File: src/rtl/bcd_updown_counter_if.sv
// Bus bundle for bcd_updown_counter: control inputs, parallel load value,
// BCD count and the status outputs.
interface bcd_updown_counter_if #(
  parameter int NUM_DIGITS = 4
);
  logic                    en;
  logic                    up;
  logic                    clr;
  logic                    load;
  logic [4*NUM_DIGITS-1:0] load_val;
  logic [4*NUM_DIGITS-1:0] count;
  logic                    tc;
  logic                    ovf;
  logic                    unf;
  logic                    load_err;

  modport master (
    output en, up, clr, load, load_val,
    input  count, tc, ovf, unf, load_err
  );

  modport slave (
    input  en, up, clr, load, load_val,
    output count, tc, ovf, unf, load_err
  );
endinterface

File: src/rtl/bcd_updown_counter.sv
// Multi-digit cascaded BCD up/down counter with clear, load (digit clamping),
// wrap/saturate limits, terminal count and overflow/underflow/load-error pulses.
module bcd_updown_counter #(
  parameter int NUM_DIGITS = 4,
  parameter bit WRAP_EN    = 1'b1
) (
  input logic clk,
  input logic rst,
  bcd_updown_counter_if.slave bus
);
  localparam int W = 4 * NUM_DIGITS;
  localparam logic [W-1:0] ALL_NINES = {NUM_DIGITS{4'h9}};

  logic [W-1:0] count_q, count_d;
  logic         ovf_q, ovf_d;
  logic         unf_q, unf_d;
  logic         err_q, err_d;

  logic [W-1:0] step_val;
  logic [W-1:0] load_clamped;
  logic         ripple;
  logic         any_bad;

  // Carry/borrow ripples through every digit in one cycle; a ripple surviving
  // past the top digit means the count sat at its limit (all-9s up, all-0s down).
  // NOTE: combinational blocks use blocking '=' and assign every output a default
  // first, so the loop reads updated values and no latch is inferred.
  always_comb begin
    step_val = count_q;
    ripple   = 1'b1;
    for (int i = 0; i < NUM_DIGITS; i++) begin
      if (ripple) begin
        if (bus.up) begin
          if (count_q[4*i +: 4] == 4'd9) begin
            step_val[4*i +: 4] = 4'd0;
          end else begin
            step_val[4*i +: 4] = count_q[4*i +: 4] + 4'd1;
            ripple             = 1'b0;
          end
        end else begin
          if (count_q[4*i +: 4] == 4'd0) begin
            step_val[4*i +: 4] = 4'd9;
          end else begin
            step_val[4*i +: 4] = count_q[4*i +: 4] - 4'd1;
            ripple             = 1'b0;
          end
        end
      end
    end
  end

  always_comb begin
    load_clamped = bus.load_val;
    any_bad      = 1'b0;
    for (int i = 0; i < NUM_DIGITS; i++) begin
      if (bus.load_val[4*i +: 4] > 4'd9) begin
        load_clamped[4*i +: 4] = 4'd9;
        any_bad                = 1'b1;
      end
    end
  end

  // Priority clr > load > en; pulses are computed alongside the new count so
  // they appear in the same cycle as the value that caused them.
  always_comb begin
    count_d = count_q;
    ovf_d   = 1'b0;
    unf_d   = 1'b0;
    err_d   = 1'b0;
    if (bus.clr) begin
      count_d = '0;
    end else if (bus.load) begin
      count_d = load_clamped;
      err_d   = any_bad;
    end else if (bus.en) begin
      if (!(ripple && !WRAP_EN)) begin
        count_d = step_val;
      end
      ovf_d = ripple & bus.up;
      unf_d = ripple & ~bus.up;
    end
  end

  // NOTE: sequential state uses non-blocking '<=' so every register samples
  // pre-edge values regardless of statement order.
  always_ff @(posedge clk or posedge rst) begin
    if (rst) begin
      count_q <= '0;
      ovf_q   <= 1'b0;
      unf_q   <= 1'b0;
      err_q   <= 1'b0;
    end else begin
      count_q <= count_d;
      ovf_q   <= ovf_d;
      unf_q   <= unf_d;
      err_q   <= err_d;
    end
  end

  assign bus.count    = count_q;
  assign bus.ovf      = ovf_q;
  assign bus.unf      = unf_q;
  assign bus.load_err = err_q;
  assign bus.tc       = bus.up ? (count_q == ALL_NINES) : (count_q == '0);

endmodule

File: src/flat_wrapper.sv
// flat-port wrapper written by rule: the top's interface ports become plain ports
module bcd_updown_counter_flat 
#(
  parameter int NUM_DIGITS = 4,
  parameter bit WRAP_EN    = 1'b1
)
  (clk, rst, bus_en, bus_up, bus_clr, bus_load, bus_load_val, bus_count, bus_tc, bus_ovf, bus_unf, bus_load_err);
  bcd_updown_counter_if #(.NUM_DIGITS(NUM_DIGITS)) bus_i ();
  input logic clk;
  input logic rst;
  input wire logic [$bits(bus_i.en)-1:0] bus_en;
  input wire logic [$bits(bus_i.up)-1:0] bus_up;
  input wire logic [$bits(bus_i.clr)-1:0] bus_clr;
  input wire logic [$bits(bus_i.load)-1:0] bus_load;
  input wire logic [$bits(bus_i.load_val)-1:0] bus_load_val;
  output wire logic [$bits(bus_i.count)-1:0] bus_count;
  output wire logic [$bits(bus_i.tc)-1:0] bus_tc;
  output wire logic [$bits(bus_i.ovf)-1:0] bus_ovf;
  output wire logic [$bits(bus_i.unf)-1:0] bus_unf;
  output wire logic [$bits(bus_i.load_err)-1:0] bus_load_err;
  assign bus_i.en = bus_en;
  assign bus_i.up = bus_up;
  assign bus_i.clr = bus_clr;
  assign bus_i.load = bus_load;
  assign bus_i.load_val = bus_load_val;
  assign bus_count = bus_i.count;
  assign bus_tc = bus_i.tc;
  assign bus_ovf = bus_i.ovf;
  assign bus_unf = bus_i.unf;
  assign bus_load_err = bus_i.load_err;
  bcd_updown_counter #(.NUM_DIGITS(NUM_DIGITS), .WRAP_EN(WRAP_EN)) u_core (.clk(clk), .rst(rst), .bus(bus_i));
endmodule
File: config.mk
export PLATFORM = sky130hd
export DESIGN_NAME = bcd_updown_counter_flat
export DESIGN_NICKNAME = d
export VERILOG_FILES = /design/src/rtl/bcd_updown_counter_if.sv /design/src/rtl/bcd_updown_counter.sv /design/src/flat_wrapper.sv
export SDC_FILE = /design/constraint.sdc
export NUM_CORES = 1
export LEC_CHECK = 0
export CORE_AREA = 2 2 61 63
export CTS_CLUSTER_DIAMETER = 40
export DETAILED_ROUTE_END_ITERATION = 8
export DIE_AREA = 0 0 63 65
export PLACE_DENSITY = 0.83
export SETUP_SLACK_MARGIN = 0.2
export SLEW_MARGIN = 20
export SYNTH_ARGS = -nofsm -noshare
export SYNTH_HDL_FRONTEND = slang
export SYNTH_SLANG_ARGS = --single-unit
export TNS_END_PERCENT = 30
File: constraint.sdc
create_clock -name clk -period 3.8 [get_ports clk]
set_clock_uncertainty 0.1 [all_clocks]
set_input_delay 0.76 -clock clk [delete_from_list [all_inputs] [get_ports clk]]
set_output_delay 0.76 -clock clk [all_outputs]
set_load 0.01 [all_outputs]
==> results.toml <==
[status]
status = "complete, no violations"

[power_and_ir_drop]
peakVddDrop_v = 0.000164
p_leak_nw = 0.896
cellPowerDensity_mw_per_mm2 = 248

[cells_and_area]
nNetsFinal = 300
multi_input_area_sq_mm = 0.00117
regArea_sq_um = 475
final_layout_size_suffix_gt1_frac = 0.0415
diodes = 0
syn2layout_area_growth_pct = 26.0
nFillCells = 325
final_util = 0.644

[floorplan]
io_pins = 42
initial_core_util = 0.511
die_y_microns = 65
die-area_sq_mm = 0.00410
num_rows = 22
core_area_sq_mm = 0.00350
die_x_microns = 63

[detailed_routing]
drt-initial-drc-count = 199
routed_via_density = 5.92
drc = 0
dr.pass1.iters = 4
wl_microns = 4600
num_vias = 1853
wl_per_cell_microns = 14.7
ant_nets = 0

[global_route]
grt_pass1_wl_microns = 7620
grt_antenna_before_repair = 0
grt.total_usage = 0.229
grt_pass1_vias = 1657
grt_max_degree = 39
grt_overflow = 0

[clocking]
cts-root-buf = "clkbuf_4"
numCtsBuffers = 3
cts_tree = "yes"
cts_setup_buffers = 0
ctsHoldBuffers = 0
cts.path.max_buffers = 2
path_clk_slew_ps = 110
cts.htree.levels = 1
cts_sinks = 19
clk_latency_ps = 300

[placement]
dp_hpwl_microns = 3360
io_buffers = 41
place.gp.congestion = 0.873

[synthesis]
synth_cells = 230
synth_seq_cells = 19
avgSynthCellArea_sq_um = 7.76
netlist.area_leader.share = 0.266
muxShareOfSynthArea = 0.0175
synth_top_family_by_area = "compound AO/OA/AOI/OAI gates"
synth_compound_area_frac = 0.315
async_flop_share = 1.00
yosysTopAreaCell = "dfrtp_1"
seq_area_frac_synth = 0.266
synth-simple-area-share = 0.222
synth_most_common_cell = "o21ai_0"
synth-edff-count = 0
yosys-top-cells-count = "o21ai_0, inv_1, dfrtp_1"
syn-num-nets = 264
syn-cell-area_sq_mm = 0.00179
synthDistinctLibCells = 56
synthAdderAreaFrac = 0.0841
synth_xor_area_frac = 0.0147
yosys_warnings = 0
ys.flop_type = "dfrtp_1"
synth_area_leaders = "dfrtp_1, ha_1, o21ai_0"

[sta]
fin_crit_sh = 0.902
finalMaxSlewViolations = 0
period_minus_slack_ps = 3430
tightest_slew_ps = 740
finalHoldViolCount = 0
maxSlewHeadroom = 0.506
hold_slack_ps = 604
fin_tns_setup_ps = 0
rsz0062_at_grt = "no"
fmax_mhz = 292
setup_violations = 0

[min_path]
worstHoldPathCells = 1
worstHoldStart = "u_core.bus.count[9]"
hp-class = "reg -> reg"

[worst_setup_path]
r2r-start = "u_core.bus.count[4]"
startpoint = "bus_up"
worst_r2r_path_depth = 6
required_ps = 2940
crit_arrival_ps = 2570
crit_path_end_kind = "output port"
worstSetupPathType = "in -> out"
critPathLaunchType = "primary input"
cp_max_fo = 3

[job]
maxCapViolCount = 0
registers in the layout (all words and copies together), names as in the netlist:
| name | count |
|---|---|
| u_core.bus.unf | 1 |
| u_core.bus.count | 16 |
| u_core.bus.load_err | 1 |
| u_core.bus.ovf | 1 |
layout by cell type, fill, tap and decap left out, types with 4 or more instances in the layout:
cell              n
a21oi_1          17
a31oi_1           5
buf_4             4
nand3_1           7
nand2b_1          8
a211oi_1          5
ha_1             12
nor2_1           14
clkdlybuf4s50_1  40
o21ai_0          22
dfrtp_1          19
nor3_1            5
nand2_1          18
inv_1            21
cell families (layout without fill, tap and decap cells):
kind of cell / Yosys count / after routing
multiplexers: 3 / 3
adder cells (fa/ha/maj): 12 / 12
AO/OA/AOI/OAI: 83 / 83
XOR/XNOR: 3 / 3
buffers and inverters: 36 / 71
flip-flops: 19 / 19
AND/OR/NAND/NOR: 74 / 74
where the power goes:
part           switching (W)  total, W  internal (W)
clock network      0.0000655  0.000106     0.0000410
logic               0.000105  0.000208      0.000104
registers          0.0000289  0.000244      0.000215
total               0.000199  0.000559      0.000360
per-layer routing:
metal  track usage  vias to the layer above  share of wire
li1              -                      925              -
met1         0.304                      854           0.45
met2         0.399                       65           0.48
met3        0.0156                        9          0.053
met4        0.0694                        0          0.014
met5             0                        -              0
per-stage QoR:
step	setup WS [ps]	total power, W	std cells	area (sq um)
after floorplan	899	0.000370	230	1790
final	371	0.000559	313	2250
after global routing	289	0.000593	313	2250
after global placement	113	0.000451	309	2220
after CTS	363	0.000561	313	2250
after detailed placement	93.1	0.000454	309	2220
cell type report:
| cell class | instances | area share |
|---|---|---|
| Tap cell | 48 | 0.0267 |
| Timing Repair Buffer | 45 | 0.195 |
| Inverter | 22 | 0.0367 |
| Clock buffer | 4 | 0.0117 |
| Multi-Input combinational cell | 175 | 0.518 |
| Sequential cell | 19 | 0.211 |
path summary, 6_finish.rpt:
kind / endpoint / slack, ps
worst max-delay path: bus_tc / 370
worst min-delay path: u_core.bus.count[9] / 600
worst max register to register: u_core.bus.count[10] / 1190
worst min register to register: u_core.bus.count[9] / 600
max in group asynchronous: u_core.bus.count[6] / 2360
min in group asynchronous: u_core.bus.ovf / 770
worst max-delay path, cell delays in order:
cell and delay, ps:
clkdlybuf4s50_1 410, or3b_1 390, nand2b_1 180, or4_1 460, o21ai_0 80, dlygate4sd2_1 280
timing repair:
action	in CTS	in global routing
endpoints found under the setup margin	1	0
hold endpoints to repair	0	0
resized for setup	1	0
Note: power is estimated with default switching activity, not from simulation.
==> patch (same flow settings) <==
`NUM_DIGITS` is set to 4 in 3 places; all go to 5.
--- a/src/rtl/bcd_updown_counter_if.sv
+++ b/src/rtl/bcd_updown_counter_if.sv
@@ -2,5 +2,5 @@
 // BCD count and the status outputs.
 interface bcd_updown_counter_if #(
-  parameter int NUM_DIGITS = 4
+  parameter int NUM_DIGITS = 5
 );
   logic                    en;
--- a/src/rtl/bcd_updown_counter.sv
+++ b/src/rtl/bcd_updown_counter.sv
@@ -2,5 +2,5 @@
 // wrap/saturate limits, terminal count and overflow/underflow/load-error pulses.
 module bcd_updown_counter #(
-  parameter int NUM_DIGITS = 4,
+  parameter int NUM_DIGITS = 5,
   parameter bit WRAP_EN    = 1'b1
 ) (
--- a/src/flat_wrapper.sv
+++ b/src/flat_wrapper.sv
@@ -2,5 +2,5 @@
 module bcd_updown_counter_flat 
 #(
-  parameter int NUM_DIGITS = 4,
+  parameter int NUM_DIGITS = 5,
   parameter bit WRAP_EN    = 1'b1
 )
Ports: changed (resized bus_count and bus_load_val); port bits go from 42 to 50. The function was not compared with the original's and may differ.
==> patch against the original RTL <==
Die area unchanged. Non-clock buffer count rose by 9. Area after synthesis rose by 30%. Sequential share of layout area shrank 0.82 points. Design area up 26%. Critical path depth stayed put. Sequential cell count increased by 4. Power grew 25%. Routed wire length is 45% higher. Setup slack worse by 0.059 ns.
==> patch: results (changes against the original RTL) <==
Avg WL per Cell=17.5 µm (+19%); xor and xnor fraction of the mapped netlist area=2.27% (+0.80 points); Crit path max-delay family=buffers and inverters; multiplexer area fraction after synthesis=2.21% (+0.46 points); CTS resizes=1 (unchanged); comb pwr=271 µW (+30%); clock-pin slew on the worst setup and hold paths=0.15 ns (+0.04 ns); Root Driver=clkbuf_4; Crit Path Max Fanout=8 (+5); first-pass GRT wire length=10900 µm (+43%); Leakage=1.12 nW (+25%); Synth top cells by count=nand2_1, o21ai_0, dfrtp_1; GR Util met3=3.13% (+1.6 points); distinct cell type count after synthesis=63 (+13%); cells after synthesis=296 (+29%); ratio of cells with drive above 1 in the final layout=6.61% (+2.5 points); met3 wire len=549 µm (+130%); Clock group=129 µW (+22%); Final Routed Wirelength=6670 µm (+45%); Tot GR Track Use=33.2% (+10 points); filler cell count=251 (-23%); met1 Track Usage GR=45.6% (+15 points); worst vdd ir=0.149 mV (-9.3%); syn nets=337 (+28%); met2 wire length=3190 µm (+45%); Post-synth ARST share=100% (unchanged); Seq/Total Area, Yosys=24.8% (-1.8 points); CP max stage cell=clkdlybuf4s50_1; initial DRC count=392 (+97%); vias in the first global route=2243 (+35%); power per cell area=246 mW/mm² (-0.83%); compound-cell area share of the yosys netlist=29.4% (-2.0 points); met1 WL=2830 µm (+35%); largest stage delay on the critical path=0.65 ns (+0.19 ns); cts bufs inserted=3 (unchanged); status=finished clean; Hold Path Class=reg -> reg; Port Buffers=49 (+20%); antenna violations before repair=0 (unchanged); Synth Area in Adders=8.10% (-0.31 points); top cells by area, synth=dfrtp_1, ha_1, o21ai_0; Worst Path Arrival=2.63 ns (+0.06 ns); GR Util met2=55.1% (+15 points); net total in the final layout=375 (+25%); postcts setup bufs=0 (unchanged); max reg flops=20 (+4); largest net degree at the start of global routing=29 (-26%); Worst-Margin Slew=0.977 ns (+0.237 ns); Net Sw Frac=38.2% (+2.6 points); Skew-Pair Late Insertion Delay=0.33 ns (+0.03 ns); Placement Setup Slack=0.314 ns (+0.221 ns); hpwl dp=4780 µm (+42%); yosys warns=0 (unchanged); GP Congestion=0.941 (+7.9%); Via Count=2488 (+34%); first drt pass iteration count=5 (+1)
-- patch: final timing paths --
check | start | end | slack, ns | cells past startpoint
max in group asynchronous | rst | u_core.bus.count[4] | 2.12 | 2
max | bus_up | bus_tc | 0.31 | 6
min in group asynchronous | rst | u_core.bus.count[5] | 0.84 | 2
min | u_core.bus.count[9] | u_core.bus.count[9] | 0.55 | 2
max reg2reg | u_core.bus.count[0] | u_core.bus.count[17] | 1.17 | 7
min reg2reg | u_core.bus.count[9] | u_core.bus.count[9] | 0.55 | 2
-- patch: cell families (layout without fill, tap and decap cells) --
family	count (synthesis)	in the layout
flops	23	23
compound gates	99	99
xor+xnor	6	6
fa+ha+maj	15	15
simple gates	104	104
mux	5	5
buf+inv	44	81
-- patch: area by class of cell --
type	count	area (µm²)	share of cell area, %
Clock buffer	4	26.3	0.926
Inverter	23	86.3	3.04
Multi-Input combinational cell	229	1560	55.0
Sequential cell	23	577	20.3
Tap cell	48	60.1	2.12
Timing Repair Buffer	54	528	18.6
